==> config.mk <==
export PLATFORM = sky130hd
export DESIGN_NAME = lr_shift_stage
export DESIGN_NICKNAME = d
export VERILOG_FILES = /design/src/rtl/lr_shift_pkg.sv /design/src/rtl/lr_shift_core.sv /design/src/rtl/lr_shift_stage.sv
export SDC_FILE = /design/constraint.sdc
export NUM_CORES = 1
export LEC_CHECK = 0
export BUFFER_PORTS_ARGS = -buffer_cell sky130_fd_sc_hd__buf_4
export CORE_MARGIN = 2
export CORE_UTILIZATION = 50
export CTS_CLUSTER_DIAMETER = 40
export DETAILED_ROUTE_END_ITERATION = 6
export PLACE_DENSITY_LB_ADDON = 0.25
export SLEW_MARGIN = 20
export SYNTH_ARGS = -nofsm -noshare
export SYNTH_HDL_FRONTEND = slang
export SYNTH_SLANG_ARGS = --single-unit
==> constraint.sdc <==
create_clock -name clk -period 1.5 [get_ports clk]
set_input_delay 0.15 -clock clk [delete_from_list [all_inputs] [get_ports clk]]
set_output_delay 0.15 -clock clk [all_outputs]
set_load 0.01 [all_outputs]
==> src/rtl/lr_shift_pkg.sv <==
// rtl/lr_shift_pkg.sv - shared state encoding, direction constants and clog2 for the shift stage
package lr_shift_pkg;

   function automatic int clog2(input int n);
      int r;
      r = 0;
      while ((1 << r) < n) r = r + 1;
      return r;
   endfunction

   localparam logic [1:0] LRS_EMPTY = 2'd0;
   localparam logic [1:0] LRS_ONE   = 2'd1;
   localparam logic [1:0] LRS_FULL  = 2'd2;

   localparam logic DIR_LEFT  = 1'b0;
   localparam logic DIR_RIGHT = 1'b1;

   typedef enum logic [1:0] {
      ST_EMPTY = LRS_EMPTY,
      ST_ONE   = LRS_ONE,
      ST_FULL  = LRS_FULL
   } lrs_state_e;

endpackage

==> src/rtl/lr_shift_core.sv <==
// rtl/lr_shift_core.sv - combinational logical left/right shift, with rotate under LR_SHIFT_ROTATE_EN
module lr_shift_core
   import lr_shift_pkg::*;
#(
   parameter int width = 8
) (
   input  logic [width-1:0]        iBits,
   input  logic [clog2(width)-1:0] shift,
   input  logic                    dir,
`ifdef LR_SHIFT_ROTATE_EN
   input  logic                    rot,
`endif
   output logic [width-1:0]        result
);

`ifdef LR_SHIFT_ROTATE_EN
   logic [2*width-1:0] dbl_l;
   logic [2*width-1:0] dbl_r;
`endif

   always_comb begin
      result = (dir == DIR_RIGHT) ? (iBits >> shift) : (iBits << shift);
`ifdef LR_SHIFT_ROTATE_EN
      // Shifting a doubled copy brings the wrapped bits in from the other half.
      dbl_l = {iBits, iBits} << shift;
      dbl_r = {iBits, iBits} >> shift;
      if (rot) begin
         result = (dir == DIR_LEFT) ? dbl_l[2*width-1:width] : dbl_r[width-1:0];
      end
`endif
   end

endmodule

==> src/rtl/lr_shift_stage.sv <==
// rtl/lr_shift_stage.sv - registered shift stage with one-entry skid buffer; rot port under LR_SHIFT_ROTATE_EN
module lr_shift_stage
   import lr_shift_pkg::*;
#(
   parameter int width = 8,
   parameter int CNT_W = 16
) (
   input  logic                    clk,
   input  logic                    rst_n,
   input  logic                    i_valid,
   output logic                    i_ready,
   input  logic [width-1:0]        iBits,
   input  logic [clog2(width)-1:0] shift,
   input  logic                    dir,
`ifdef LR_SHIFT_ROTATE_EN
   input  logic                    rot,
`endif
   output logic                    o_valid,
   input  logic                    o_ready,
   output logic [width-1:0]        oBits,
   output logic [CNT_W-1:0]        done_cnt
);

   lrs_state_e       state_q;
   logic [width-1:0] main_q;
   logic [width-1:0] skid_q;
   logic [width-1:0] shifted;
   logic             o_valid_q;
   logic             i_ready_q;
   logic [CNT_W-1:0] done_cnt_q;
   logic [CNT_W-1:0] done_cnt_d;
   logic             in_xfer;
   logic             out_xfer;

   lr_shift_core #(.width(width)) u_core (
      .iBits  (iBits),
      .shift  (shift),
      .dir    (dir),
`ifdef LR_SHIFT_ROTATE_EN
      .rot    (rot),
`endif
      .result (shifted)
   );

   always_comb begin
      in_xfer    = i_valid && i_ready_q;
      out_xfer   = o_valid_q && o_ready;
      done_cnt_d = out_xfer ? done_cnt_q + CNT_W'(1) : done_cnt_q;
   end

   // i_ready is registered so it never depends combinationally on o_ready.
   always_ff @(posedge clk or negedge rst_n) begin
      if (!rst_n) begin
         state_q    <= ST_EMPTY;
         main_q     <= '0;
         skid_q     <= '0;
         o_valid_q  <= 1'b0;
         i_ready_q  <= 1'b1;
         done_cnt_q <= '0;
      end else begin
         done_cnt_q <= done_cnt_d;
         case (state_q)
            ST_EMPTY: begin
               if (in_xfer) begin
                  main_q    <= shifted;
                  o_valid_q <= 1'b1;
                  state_q   <= ST_ONE;
               end
            end
            ST_ONE: begin
               if (in_xfer && out_xfer) begin
                  main_q <= shifted;
               end else if (in_xfer) begin
                  skid_q    <= shifted;
                  i_ready_q <= 1'b0;
                  state_q   <= ST_FULL;
               end else if (out_xfer) begin
                  o_valid_q <= 1'b0;
                  state_q   <= ST_EMPTY;
               end
            end
            ST_FULL: begin
               if (out_xfer) begin
                  main_q    <= skid_q;
                  i_ready_q <= 1'b1;
                  state_q   <= ST_ONE;
               end
            end
            default: begin
               state_q   <= ST_EMPTY;
               o_valid_q <= 1'b0;
               i_ready_q <= 1'b1;
            end
         endcase
      end
   end

   assign i_ready  = i_ready_q;
   assign o_valid  = o_valid_q;
   assign oBits    = main_q;
   assign done_cnt = done_cnt_q;

endmodule

-- Yosys cells after proc, flatten, opt, wreduce, memory -nomap -nowiden
Cells that the tools add are included.
Widths: inputs -> output; s select.
- reductions and logical operators: 10
- divide/modulo/power cells: 0
- multiply operators: 0
- bitwise logic cells: 3
- mux-type cells: 20
- add/sub/neg operators: 1
- equal/unequal tests: 10
- shifts and indexed selects: 2
- order comparisons: 0
- operators by type and width (kind ; count):
    $mux 8 ; 4
    $pmux 8 s3 ; 1
    $add 16x1->16 const B ; 1
    $ne 2x2->1 const B ; 7
    $reduce_and 4->1 ; 3
    $mux 2 ; 5
    $shl 8x3->8 ; 1
    $shr 8x3->8 ; 1
    $mux 1 ; 7
    $pmux 1 s3 ; 2
    $pmux 2 s3 ; 1
    $reduce_and 5->1 ; 1
    $logic_and 1x1->1 ; 3
    $ne 3x3->1 const B ; 1
    $not 1->1 ; 3
    $reduce_and 3->1 ; 1
    $reduce_bool 3->1 ; 1
    $eq 2x1->1 const B ; 1
    $eq 2x2->1 const B ; 1
    $logic_not 2->1 ; 1
- bits in latches: 0
- word-level logic and storage cells: 52
- memory bits (read-only): 0
- output and inout port bits: 26
- bits in registers: 36
- memories: 0
- input port bits: 16
- RAM bits: 0

-- Longest topological paths before layout
- word-level depth: 5
- mapped depth: 7

-- By module
A second synthesis with hierarchy kept.
- cells, all modules: 217
- area total of the unflattened synthesis: 2188.3 µm²
- modules (own cells, without submodules) (module ; area an instance (µm²) ; times used ; cells each):
    lr_shift_stage ; 1627.8 ; 1 ; 144
    lr_shift_core ; 560.5 ; 1 ; 73

-- Worst setup path before layout
Ideal clock, no wire load.
- path kind: register -> register
- from: register i_ready_q (netlist: i_ready)
- to: register main_q[2] (netlist: oBits[2])
- setup time: 136 ps
- path slack: 47 ps
- cell stages (with the launch flop): 6
- required time: 1364 ps
- data arrival time: 1317 ps
- clock period less this slack: 1453 ps
- path through: dfstp_2 -> nand2_1 -> nor3_2 -> nor2b_1 -> nor3_1 -> a211oi_2
- longest elaborated chain between the ends: 4
- elaborated cells on any way between the ends: 5
- those cells by class: 2 x eq/ne; 3 x reduce/logical
- RTL lines (what ; RTL line ; source):
    start: declaration ; lr_shift_stage.sv:29 ; logic i_ready_q;
    start signal: assignment ; lr_shift_stage.sv:58 ; i_ready_q <= 1'b1;
    start signal: assignment ; lr_shift_stage.sv:75 ; i_ready_q <= 1'b0;
    start signal: assignment ; lr_shift_stage.sv:85 ; i_ready_q <= 1'b1;
    $logic_and 1x1->1 * ; lr_shift_stage.sv:46 ; in_xfer = i_valid && i_ready_q;
    $logic_and 1x1->1 ; lr_shift_stage.sv:71 ; if (in_xfer && out_xfer) begin
    $ne 2x2->1 (no line) ; - ;
    $reduce_and 4->1 (no line) * ; - ;
    end signal: assignment ; lr_shift_stage.sv:65 ; main_q <= shifted;
    end signal: assignment ; lr_shift_stage.sv:72 ; main_q <= shifted;
    end signal: assignment ; lr_shift_stage.sv:84 ; main_q <= skid_q;
    end: declaration ; lr_shift_stage.sv:25 ; logic [width-1:0] main_q;
Mark *: on every way between the ends. The rest lies on a longest branch, timed or not.
A chain may end at the register's enable or synchronous reset.

-- Final worst setup path
- from: register state_q[0]
- to: register main_q[7] (netlist: oBits[7])
- longest elaborated chain between the ends: 3
- elaborated cells on any way between the ends: 9
- those cells by class: 5 x eq/ne; 1 x mux; 3 x reduce/logical
- RTL lines (what ; RTL line ; source):
    start: declaration ; lr_shift_stage.sv:24 ; lrs_state_e state_q;
    start signal: assignment ; lr_shift_stage.sv:54 ; state_q <= ST_EMPTY;
    start signal: assignment ; lr_shift_stage.sv:67 ; state_q <= ST_ONE;
    start signal: assignment ; lr_shift_stage.sv:76 ; state_q <= ST_FULL;
    $eq 2x1->1 (tied with other cells) ; lr_shift_stage.sv:62 ; case (state_q)
    $ne 2x2->1 (no line) / $reduce_bool 3->1 (equally long branches) ; - ;
    $reduce_and 4->1 (no line) ; - ;
Several ways; a longest one is shown, not always the timed one.

==> flow_summary.json <==
{
  "grt_pass1_vias": 1884,
  "reg2reg_from": "state_q[0]$_DFFE_PN0P_",
  "worst_pin_slew_ns": 0.461,
  "cts_inserted_buffers": 5,
  "drv_slew": 0,
  "cts_sinks": 36,
  "synth_warnings": 0,
  "yosysUniqueCellTypes": 50,
  "synth_flop_cell": "dfrtp_1",
  "total_power_mw": 2.02,
  "synth.cell_area_sq_um": 2160,
  "pin_count": 42,
  "gr-total-overflow": 0,
  "ys_seq_area_share_pct": 41.8,
  "place.detailed.hpwl_um": 3700,
  "synth_fa_ha_area_share_pct": 0.580,
  "synth_top_family_by_area": "simple AND/OR/NAND/NOR gates",
  "grt_pass1_wl_um": 8930,
  "track_usage_pct": 22.6,
  "instances_no_fill": 339,
  "die_area_sq_um": 4860,
  "p_leak_nw": 1.31,
  "synth-simple-area-share_pct": 23.2,
  "fin_setup_tns_ns": 0,
  "postSynth.asyncResetShare_pct": 100,
  "synth-seq-cells": 36,
  "drt_wl_total_um": 5080,
  "rsz0062_at_grt": "true",
  "start_kind": "flip-flop",
  "die_y_um": 69.7,
  "period_minus_slack_ns": 1.44,
  "drt_pass1_iterations": 4,
  "synth.avg_cell_area_sq_um": 9.30,
  "port_buffers": 41,
  "period_share_pct": 96.3,
  "syn_inst": 232,
  "cp.required_ns": 1.72,
  "die_x_um": 69.7,
  "route.vias.total": 1934,
  "gp_congestion": 0.899,
  "post_cts_buffers": 0,
  "core_sq_um": 4090,
  "antenna_cells": 0,
  "hp-start": "i_valid",
  "avgViaCountPerCell": 5.71,
  "skew_ns": 0.00792,
  "place_inst": 329,
  "slew_headroom_pct": 69.1,
  "clk_latency_ns": 0.28,
  "synthMuxAreaShare_pct": 8.99,
  "grt_antenna_before_repair": 0,
  "start_util_pct": 52.8,
  "synthesis.nets": 249,
  "area_growth_pct": 26.5,
  "cap_violations": 0,
  "synth-compound-area-share_pct": 15.2,
  "arrival_ns": 1.66,
  "cts-root-buf": "clkbuf_8",
  "clkSlewWorstSetupHoldPaths_ns": 0.07,
  "max_freq_ghz": 0.693,
  "htreeDepth": 2,
  "clock_path_buffers": 2,
  "row_count": 23,
  "endpoint_kind": "flip-flop",
  "drive_gt1_share_pct": 29.8,
  "path_class": "flip-flop to flip-flop",
  "min_path_type": "input pin to flip-flop",
  "initialDrtViolationCount": 141,
  "drcViolationCount": 0,
  "cts_tree": "done",
  "critPathLaunch": "state_q[0]$_DFFE_PN0P_",
  "path_max_fanout": 7,
  "finalSetupViolCount": 0,
  "routedWlPerCell_um": 15.0,
  "p_per_area_nw_per_um2": 740,
  "synth_xor_area_share_pct": 6.09,
  "grt_max_degree": 37,
  "nets": 305,
  "status": "completed",
  "synth_enable_flop_cells": 0,
  "ir_drop_mv": 0.440,
  "hold_viol": 0,
  "ant_nets": 0
}
==> synth_stat cells (4+ instances only) <==
cell / number / area, sq um
a21oi_1: 13 / 65.1
and3_1: 6 / 37.5
buf_2: 5 / 25.0
dfrtp_1: 35 / 876
mux2i_1: 10 / 100
nand2_1: 40 / 150
nand3_1: 14 / 70.1
nor2_1: 14 / 52.6
o21ai_0: 14 / 70.1
o22ai_1: 5 / 31.3
xnor2_1: 11 / 96.3
xor2_1: 4 / 35.0
==> cells by family after synthesis <==
| group | Yosys count |
|---|---|
| DFF | 36 |
| xor gates and xnor gates | 15 |
| buffers and inverters | 14 |
| muxes | 15 |
| and+or+nand+nor | 99 |
| adders and majority gates | 1 |
| AOI/OAI and AO/OA | 52 |
==> cell type report <==
type                    instances  area (sq um)
clock buffers                   6          72.6
clock inverters                 2          35.0
fillers                       344          1360
inverters                       2          7.51
multi-input cells             182          1190
flip-flops and latches         36           903
well taps                      50          62.6
repair buffers                 61           458
==> placed cells by master, fill, tap and decap left out, drive strengths merged, types with 2 or more instances in the layout <==
cell type  synthesis  layout
and2b              2       2
xor2               4       4
xnor2             11      11
o22ai              5       5
clkbuf             2       6
a31oi              2       2
nand2             40      40
nand4              3       3
buf               10      60
a21oi             13      13
nor2              15      15
o21ai             17      17
nor2b              3       3
nand2b             3       3
a311oi             3       3
nor3               4       4
dfrtp             35      35
nand3b             3       3
o211ai             2       2
inv                2       2
and3               6       6
mux2               2       2
mux2i             10      10
mux4               3       3
nand3             14      14
and2               2       2
==> registers in the layout, summed over array words and instances (netlist names) <==
register / cells
state_q: 2
skid_q: 8
i_ready: 1
done_cnt: 16
oBits: 8
o_valid: 1
==> per-stage QoR <==
step	hold slack [ns]	instance area, sq um	util (%)	worst slack, ns
after floorplan	-0.146	2160	-	0.0475
after global placement	0.131	2580	63.2	0.0364
after detailed placement	0.131	2580	63.2	-0.0191
after CTS	0.171	2710	66.3	-0.00362
after global routing	0.232	2730	66.8	-0.0460
final	0.182	2730	66.8	0.0561
==> metal layers <==
metal	vias up	track usage, %	wire length, um
li1	942	-	-
met5	-	0	0
met3	6	4.65	254
met4	0	7.69	63
met2	63	35.7	2450
met1	923	31.1	2310
==> where the power goes <==
part           switching [mW]  total, mW  internal, mW
Clock                   0.325      0.818         0.493
Sequential                  0      0.971         0.971
Combinational           0.134      0.232        0.0983
Total                   0.459       2.02          1.56
==> repair_timing <==
action | 4_1_cts | 5_1_grt
gates cloned | 1 | 0
resized for setup | 2 | 6
pin swaps | 0 | 1
hold buffers | 1 | 0
endpoints found under the setup margin | 1 | 19
endpoints found under the hold margin | 35 | 0
==> final timing paths <==
| check | to | slack [ns] | depth (start not counted) |
|---|---|---|---|
| min in group asynchronous | oBits[2]$_DFFE_PN0P_ | 0.35 | 2 |
| worst min register to register | done_cnt[15]$_DFFE_PN0P_ | 0.47 | 1 |
| max in group asynchronous | i_ready$_DFFE_PN1P_ | 0.81 | 2 |
| worst min-delay path | i_ready$_DFFE_PN1P_ | 0.18 | 4 |
| worst max register to register | oBits[7]$_DFFE_PN0P_ | 0.06 | 6 |
| worst max-delay path | oBits[7]$_DFFE_PN0P_ | 0.06 | 6 |
==> worst max-delay path: stages (launching register included) <==
cell and delay, ns:
dfrtp_1 0.45, a21boi_4 0.19, o31ai_2 0.24, buf_4 0.19, o21ai_0 0.08, a21oi_1 0.13
a21o_1 0.10
Note: power is estimated with default switching activity, not from simulation.
